### src/rtl/mem_port_arbiter_pkg.sv
// Shared memory-channel definitions: write-size codes, default bus widths
// and the arbiter state encoding.
package mem_if_pkg;

  localparam int unsigned ADDR_W_DEF = 32;
  localparam int unsigned DATA_W_DEF = 32;

  localparam logic [1:0] WS_BYTE = 2'd0;
  localparam logic [1:0] WS_HALF = 2'd1;
  localparam logic [1:0] WS_WORD = 2'd2;

  typedef enum logic [1:0] {
    ST_IDLE  = 2'd0,
    ST_ISSUE = 2'd1,
    ST_RESP  = 2'd2
  } arb_state_e;

endpackage

### src/rtl/mem_port_arbiter_if.sv
// Bundle of N requester channels plus the single shared memory port.
// slave = arbiter side, master = requesters/memory environment side.
interface mem_port_arbiter_if
  import mem_if_pkg::*;
#(
  parameter int unsigned N_PORTS = 2,
  parameter int unsigned ADDR_W  = ADDR_W_DEF,
  parameter int unsigned DATA_W  = DATA_W_DEF
);
  logic [N_PORTS*ADDR_W-1:0] p_addr;
  logic [N_PORTS*DATA_W-1:0] p_wdata;
  logic [N_PORTS*2-1:0]      p_ws;
  logic [N_PORTS-1:0]        p_req;
  logic [N_PORTS-1:0]        p_wr;
  logic [N_PORTS*DATA_W-1:0] p_rdata;
  logic [N_PORTS-1:0]        p_rdy;

  logic [ADDR_W-1:0]         mem_addr;
  logic [DATA_W-1:0]         mem_wdata;
  logic [1:0]                mem_ws;
  logic                      mem_req;
  logic                      mem_wr;
  logic [DATA_W-1:0]         mem_rdata;
  logic                      mem_rdy;

  modport slave (
    input  p_addr, p_wdata, p_ws, p_req, p_wr, mem_rdata, mem_rdy,
    output p_rdata, p_rdy, mem_addr, mem_wdata, mem_ws, mem_req, mem_wr
  );

  modport master (
    output p_addr, p_wdata, p_ws, p_req, p_wr, mem_rdata, mem_rdy,
    input  p_rdata, p_rdy, mem_addr, mem_wdata, mem_ws, mem_req, mem_wr
  );
endinterface

### src/rtl/mem_port_arbiter_rr_pick.sv
// Combinational winner selection: round-robin starting after `last`, or
// fixed priority with port 0 highest.
module rr_pick #(
  parameter int unsigned N_PORTS = 2,
  parameter int unsigned IDX_W   = 1
) (
  input  logic [N_PORTS-1:0] req_i,
  input  logic [IDX_W-1:0]   last_i,
  input  logic               rr_mode_i,
  output logic [N_PORTS-1:0] gnt_oh_o,
  output logic [IDX_W-1:0]   gnt_idx_o,
  output logic               valid_o
);

  int unsigned start;
  int unsigned idx;

  always_comb begin
    gnt_oh_o  = '0;
    gnt_idx_o = '0;
    valid_o   = 1'b0;
    idx       = 32'd0;
    start     = rr_mode_i ? ((32'(last_i) + 32'd1) % N_PORTS) : 32'd0;
    // Upward search with wrap; first hit wins.
    for (int unsigned off = 0; off < N_PORTS; off++) begin
      idx = (start + off) % N_PORTS;
      if (!valid_o && req_i[IDX_W'(idx)]) begin
        valid_o                = 1'b1;
        gnt_oh_o[IDX_W'(idx)]  = 1'b1;
        gnt_idx_o              = IDX_W'(idx);
      end
    end
  end

endmodule

### src/rtl/mem_port_arbiter.sv
// Merges N cache request channels onto one memory port, one transaction
// at a time, with registered mem_* and p_* outputs.
module mem_port_arbiter
  import mem_if_pkg::*;
#(
  parameter int unsigned N_PORTS = 2,
  parameter int unsigned ADDR_W  = ADDR_W_DEF,
  parameter int unsigned DATA_W  = DATA_W_DEF,
  parameter int unsigned RR_MODE = 1
) (
  input  logic                clock,
  input  logic                reset,
  mem_port_arbiter_if.slave   bus
);

  localparam int unsigned IDX_W = (N_PORTS > 1) ? $clog2(N_PORTS) : 1;

  arb_state_e                state_q, state_d;
  logic [IDX_W-1:0]          gnt_q, gnt_d;
  logic [IDX_W-1:0]          last_q, last_d;
  logic [ADDR_W-1:0]         mem_addr_q, mem_addr_d;
  logic [DATA_W-1:0]         mem_wdata_q, mem_wdata_d;
  logic [1:0]                mem_ws_q, mem_ws_d;
  logic                      mem_req_q, mem_req_d;
  logic                      mem_wr_q, mem_wr_d;
  logic [N_PORTS-1:0]        p_rdy_q, p_rdy_d;
  logic [N_PORTS*DATA_W-1:0] p_rdata_q, p_rdata_d;

  logic [N_PORTS-1:0]        pick_oh;
  logic [IDX_W-1:0]          pick_idx;
  logic                      pick_valid;

  rr_pick #(
    .N_PORTS (N_PORTS),
    .IDX_W   (IDX_W)
  ) u_pick (
    .req_i     (bus.p_req),
    .last_i    (last_q),
    .rr_mode_i (RR_MODE != 0),
    .gnt_oh_o  (pick_oh),
    .gnt_idx_o (pick_idx),
    .valid_o   (pick_valid)
  );

  always_comb begin
    state_d     = state_q;
    gnt_d       = gnt_q;
    last_d      = last_q;
    mem_addr_d  = mem_addr_q;
    mem_wdata_d = mem_wdata_q;
    mem_ws_d    = mem_ws_q;
    mem_req_d   = mem_req_q;
    mem_wr_d    = mem_wr_q;
    p_rdy_d     = '0;
    p_rdata_d   = p_rdata_q;

    unique case (state_q)
      ST_IDLE: begin
        if (pick_valid) begin
          state_d   = ST_ISSUE;
          gnt_d     = pick_idx;
          mem_req_d = 1'b1;
          for (int unsigned i = 0; i < N_PORTS; i++) begin
            if (pick_oh[i]) begin
              mem_addr_d  = bus.p_addr[i*ADDR_W +: ADDR_W];
              mem_wdata_d = bus.p_wdata[i*DATA_W +: DATA_W];
              mem_ws_d    = bus.p_ws[i*2 +: 2];
              mem_wr_d    = bus.p_wr[i];
            end
          end
        end
      end
      ST_ISSUE: begin
        if (bus.mem_rdy) begin
          state_d   = ST_RESP;
          mem_req_d = 1'b0;
          last_d    = gnt_q;
          for (int unsigned i = 0; i < N_PORTS; i++) begin
            if (gnt_q == IDX_W'(i)) begin
              p_rdy_d[i]                     = 1'b1;
              p_rdata_d[i*DATA_W +: DATA_W]  = bus.mem_rdata;
            end
          end
        end
      end
      // Extra cycle so the served requester can drop req before re-arbitration.
      ST_RESP: state_d = ST_IDLE;
      default: state_d = ST_IDLE;
    endcase
  end

  always_ff @(posedge clock or negedge reset) begin
    if (!reset) begin
      state_q     <= ST_IDLE;
      gnt_q       <= '0;
      last_q      <= IDX_W'(N_PORTS - 1);
      mem_addr_q  <= '0;
      mem_wdata_q <= '0;
      mem_ws_q    <= '0;
      mem_req_q   <= 1'b0;
      mem_wr_q    <= 1'b0;
      p_rdy_q     <= '0;
      p_rdata_q   <= '0;
    end else begin
      state_q     <= state_d;
      gnt_q       <= gnt_d;
      last_q      <= last_d;
      mem_addr_q  <= mem_addr_d;
      mem_wdata_q <= mem_wdata_d;
      mem_ws_q    <= mem_ws_d;
      mem_req_q   <= mem_req_d;
      mem_wr_q    <= mem_wr_d;
      p_rdy_q     <= p_rdy_d;
      p_rdata_q   <= p_rdata_d;
    end
  end

  assign bus.mem_addr  = mem_addr_q;
  assign bus.mem_wdata = mem_wdata_q;
  assign bus.mem_ws    = mem_ws_q;
  assign bus.mem_req   = mem_req_q;
  assign bus.mem_wr    = mem_wr_q;
  assign bus.p_rdy     = p_rdy_q;
  assign bus.p_rdata   = p_rdata_q;

endmodule

### src/flat_wrapper.sv
// flat-port wrapper written by rule: the top's interface ports become plain ports
module mem_port_arbiter_flat import mem_if_pkg::*;
#(
  parameter int unsigned N_PORTS = 2,
  parameter int unsigned ADDR_W  = ADDR_W_DEF,
  parameter int unsigned DATA_W  = DATA_W_DEF,
  parameter int unsigned RR_MODE = 1
)
  (clock, reset, bus_p_addr, bus_p_wdata, bus_p_ws, bus_p_req, bus_p_wr, bus_mem_rdata, bus_mem_rdy, bus_p_rdata, bus_p_rdy, bus_mem_addr, bus_mem_wdata, bus_mem_ws, bus_mem_req, bus_mem_wr);
  mem_port_arbiter_if #(.N_PORTS(N_PORTS), .ADDR_W(ADDR_W), .DATA_W(DATA_W)) bus_i ();
  input  logic clock;
  input  logic reset;
  input wire logic [$bits(bus_i.p_addr)-1:0] bus_p_addr;
  input wire logic [$bits(bus_i.p_wdata)-1:0] bus_p_wdata;
  input wire logic [$bits(bus_i.p_ws)-1:0] bus_p_ws;
  input wire logic [$bits(bus_i.p_req)-1:0] bus_p_req;
  input wire logic [$bits(bus_i.p_wr)-1:0] bus_p_wr;
  input wire logic [$bits(bus_i.mem_rdata)-1:0] bus_mem_rdata;
  input wire logic [$bits(bus_i.mem_rdy)-1:0] bus_mem_rdy;
  output wire logic [$bits(bus_i.p_rdata)-1:0] bus_p_rdata;
  output wire logic [$bits(bus_i.p_rdy)-1:0] bus_p_rdy;
  output wire logic [$bits(bus_i.mem_addr)-1:0] bus_mem_addr;
  output wire logic [$bits(bus_i.mem_wdata)-1:0] bus_mem_wdata;
  output wire logic [$bits(bus_i.mem_ws)-1:0] bus_mem_ws;
  output wire logic [$bits(bus_i.mem_req)-1:0] bus_mem_req;
  output wire logic [$bits(bus_i.mem_wr)-1:0] bus_mem_wr;
  assign bus_i.p_addr = bus_p_addr;
  assign bus_i.p_wdata = bus_p_wdata;
  assign bus_i.p_ws = bus_p_ws;
  assign bus_i.p_req = bus_p_req;
  assign bus_i.p_wr = bus_p_wr;
  assign bus_i.mem_rdata = bus_mem_rdata;
  assign bus_i.mem_rdy = bus_mem_rdy;
  assign bus_p_rdata = bus_i.p_rdata;
  assign bus_p_rdy = bus_i.p_rdy;
  assign bus_mem_addr = bus_i.mem_addr;
  assign bus_mem_wdata = bus_i.mem_wdata;
  assign bus_mem_ws = bus_i.mem_ws;
  assign bus_mem_req = bus_i.mem_req;
  assign bus_mem_wr = bus_i.mem_wr;
  mem_port_arbiter #(.N_PORTS(N_PORTS), .ADDR_W(ADDR_W), .DATA_W(DATA_W), .RR_MODE(RR_MODE)) u_core (.clock(clock), .reset(reset), .bus(bus_i));
endmodule
### config.mk
export PLATFORM = sky130hd
export DESIGN_NAME = mem_port_arbiter_flat
export DESIGN_NICKNAME = d
export VERILOG_FILES = /design/src/rtl/mem_port_arbiter_pkg.sv /design/src/rtl/mem_port_arbiter_if.sv /design/src/rtl/mem_port_arbiter_rr_pick.sv /design/src/rtl/mem_port_arbiter.sv /design/src/flat_wrapper.sv
export SDC_FILE = /design/constraint.sdc
export NUM_CORES = 1
export LEC_CHECK = 0
export ABC_AREA = 1
export BUFFER_PORTS_ARGS = -buffer_cell sky130_fd_sc_hd__buf_4
export CAP_MARGIN = 0
export CORE_MARGIN = 5
export CORE_UTILIZATION = 40
export DETAILED_ROUTE_END_ITERATION = 8
export GPL_ROUTABILITY_DRIVEN = 1
export GPL_TIMING_DRIVEN = 0
export PLACE_DENSITY = 0.71
export RECOVER_POWER = 50
export SYNTH_ARGS = -nofsm -noshare
export SYNTH_HDL_FRONTEND = slang
export SYNTH_SLANG_ARGS = --single-unit
### constraint.sdc
create_clock -name clock -period 2.9 [get_ports clock]
set_input_delay 0.29 -clock clock [delete_from_list [all_inputs] [get_ports clock]]
set_output_delay 0.29 -clock clock [all_outputs]
set_load 0.03 [all_outputs]
==> flow_summary.ini <==
[run_status]
status = finished with violations
violations = max-capacitance violations, max-slew violations

[global_route]
grt.total_usage_pct = 22.48
grt_pass1_wl_um = 32520
grt-ovfl-total = 0
gr-usage-met3_pct = 8.235
antenna_found_initial = 0
grt_busiest_layer = met2
grt_pass1_vias = 6361
grt_max_degree = 78
grt_util_met2_pct = 36.91
use_met1_pct = 27.49

[critical_path]
critical_path_required_ps = 3450
setup.worst_path.end = u_core.bus.mem_wdata[3]
crit_type = primary input to asynchronous set/reset pin
end_kind = asynchronous set/reset pin
worst-r2r-setup-slack_ps = 1290
r2r_end = u_core.bus.mem_wdata[8]
rr_worst_depth = 6
critPathLaunchType = primary input
cp-startpoint = reset
worstPathArrival_ps = 2450
cp_max_fo = 77
reg2reg_from = u_core.last_q

[logic_synthesis]
syn_area_um2 = 6427
synth-seq-cells = 138
ys_types = 15
synth_edf_count = 0
synth_nets = 1012
syn_inst = 841
synthAdderAreaFrac_pct = 0
synthArstFlopShare_pct = 100.0
synth-compound-area-share_pct = 5.470
avgSynthCellArea_um2 = 7.643
synth_area_leaders = dfrtp_1 (53%), nand2_1 (16%), nand3_1 (10%)
synth_simple_gate_area_share_pct = 26.75
synth_common_cells = nand2_1 (272), inv_1 (172), dfrtp_1 (137), nand3_1 (134), o21ai_0 (67)
synth.area.mux_share_pct = 0
ys_seq_area_share_pct = 53.75
synth_top_family_by_area = simple AND/OR/NAND/NOR gates
synthXorXnorAreaFrac_pct = 0
ys.warnings.count = 0
yosysTopAreaCell = dfrtp_1
synth.top_cell.area_share_pct = 53.34
synth.most_common_cell = nand2_1
synth-main-ff-cell = dfrtp_1

[sta]
fin_crit_sh_pct = 65.50
setup-tns-final_ps = 0
max_freq_mhz = 526.4
finClkSkew_ps = 10.95
hold-worst-slack_ps = 93.40
final_hold_viol_count = 0
worstMarginPinSlew_ps = 1588
worst_slack_ps = 1000
fin_crit_ps = 1900
max_slew_margin_pct = -5.856
rsz0062_at_grt = false
setup_viol = 0
report.final.slew_viol_count = 62

[place]
place_congestion = 0.8544
dp_hpwl_um = 16350
dp_slack_ps = 1244
io_buffer_count = 303

[floorplanning]
dieArea_um2 = 18700
rows = 46
core_area_um2 = 15830
start_util_pct = 40.61
fp.dieH_um = 136.8
io_pins = 305
die_x_um = 136.8

[clocking]
cts_max_path_buffers = 2
numCtsBuffers = 17
cts.clk_slew.worst_paths_ps = 50
clock_latency_ps = 420
cts_tree = done
clock-sinks = 138
htree_levels = 4
cts_root_buf = clkbuf_16

[layout]
areaGrowthSynthToFinish_pct = 41.81
finalNetCount = 1336
diodes = 0
drive_gt1_share_pct = 20.37

[power]
p_leak_nw = 5.187
powerDensity_nw_per_um2 = 1137
ir_drop_mv = 0.4500

[drt]
wl_um = 20930
vias = 6382
drc = 0
drtIter0Drc = 248
vias_per_cell = 4.578
ant_nets = 0
drt-pass1-iter-count = 6
wl_per_cell_um = 15.01

[job]
max-cap-violations = 1

[worst_hold_path]
holdCritPathClass = primary input to register
holdPathStages = 2
-- cell families after synthesis --
kind of cell | count (synthesis)
buf+inv | 222
compound gates | 69
flops | 138
simple gates | 412
-- through the flow --
stage	instance area (µm²)	util (%)	instances	total power, mW
2_1_floorplan	6427	-	841	6.623
3_3_place_gp	8972	56.69	1360	8.863
3_5_place_dp	9004	56.89	1361	8.966
4_1_cts	9629	60.84	1394	11.25
5_1_grt	9115	57.59	1394	11.08
6_report	9115	57.59	1394	10.37
-- cell usage in the layout (no fill, tap or decap) --
| master | Yosys | layout |
|---|---|---|
| nand4_1 | 1 | 1 |
| dlygate4sd3_1 | 0 | 1 |
| clkinv_4 | 0 | 4 |
| clkbuf_1 | 13 | 148 |
| buf_16 | 0 | 1 |
| inv_6 | 0 | 4 |
| nand3_1 | 134 | 134 |
| nor2_2 | 1 | 1 |
| inv_1 | 172 | 172 |
| clkinvlp_4 | 0 | 4 |
| dfrtp_1 | 137 | 137 |
| nand2_1 | 272 | 272 |
| clkbuf_2 | 1 | 2 |
| buf_2 | 27 | 26 |
| clkbuf_16 | 0 | 17 |
| bufinv_16 | 0 | 3 |
| nor2_1 | 4 | 4 |
| o21ai_0 | 67 | 68 |
| dfstp_2 | 1 | 1 |
| buf_4 | 9 | 177 |
| o21a_1 | 1 | 1 |
-- cell type report --
cell class / instances / area (µm²)
multi-input cells: 481 / 2067
inverters: 172 / 645.6
clock buffers: 17 / 425.4
well taps: 216 / 270.3
repair buffers: 305 / 1807
fillers: 1603 / 6713
plain buffers: 50 / 255.2
flip-flops and latches: 138 / 3455
clock inverters: 15 / 190.2
-- worst min path at each step --
stage / slack [ps] / from / endpoint
2_1_floorplan: -6 / reset / u_core.bus.mem_addr[0]
3_3_place_gp: 460 / u_core.bus.mem_wdata[2] / u_core.bus.mem_wdata[2]
3_5_place_dp: 320 / reset / u_core.bus.p_rdata[44]
4_1_cts: 80 / bus_mem_rdy / u_core.state_q[0]
5_1_grt: 100 / bus_mem_rdy / u_core.state_q[0]
6_report: 90 / bus_mem_rdy / u_core.state_q[0]
-- power breakdown --
group / total [mW] / switching, mW / internal [mW]
Sequential: 3.36 / 0.505 / 2.86
Clock: 2.25 / 0.878 / 1.37
Combinational: 4.76 / 3.57 / 1.19
Total: 10.4 / 4.95 / 5.41
-- metal layers --
layer / routed length [µm] / share of wire (%) / vias up
met5: 0 / 0 / -
met2: 9942 / 48 / 267
li1: - / - / 3186
met3: 2152 / 10 / 33
met1: 8377 / 40 / 2896
met4: 456 / 2.2 / 0
-- timing repair --
item | in CTS | in global routing
hold endpoints to repair | 60 | 0
gates resized for setup | 0 | 0
endpoints found under the setup margin | 0 | 0
setup buffers | 0 | 0
hold buffers | 1 | 0
-- worst max-delay path: stages --
cell	delay [ps]
dlygate4sd3_1	530
clkbuf_2	1140
buf_16	400
-- flip-flops by register name, indices dropped and copies added (netlist names) --
register              flops
u_core.bus.p_rdy          2
u_core.bus.mem_wr         1
u_core.bus.mem_addr      32
u_core.gnt_q              1
u_core.bus.mem_req        1
u_core.state_q            2
u_core.bus.p_rdata       64
u_core.last_q             1
u_core.bus.mem_ws         2
u_core.bus.mem_wdata     32
Note: power is estimated with default switching activity, not from simulation.
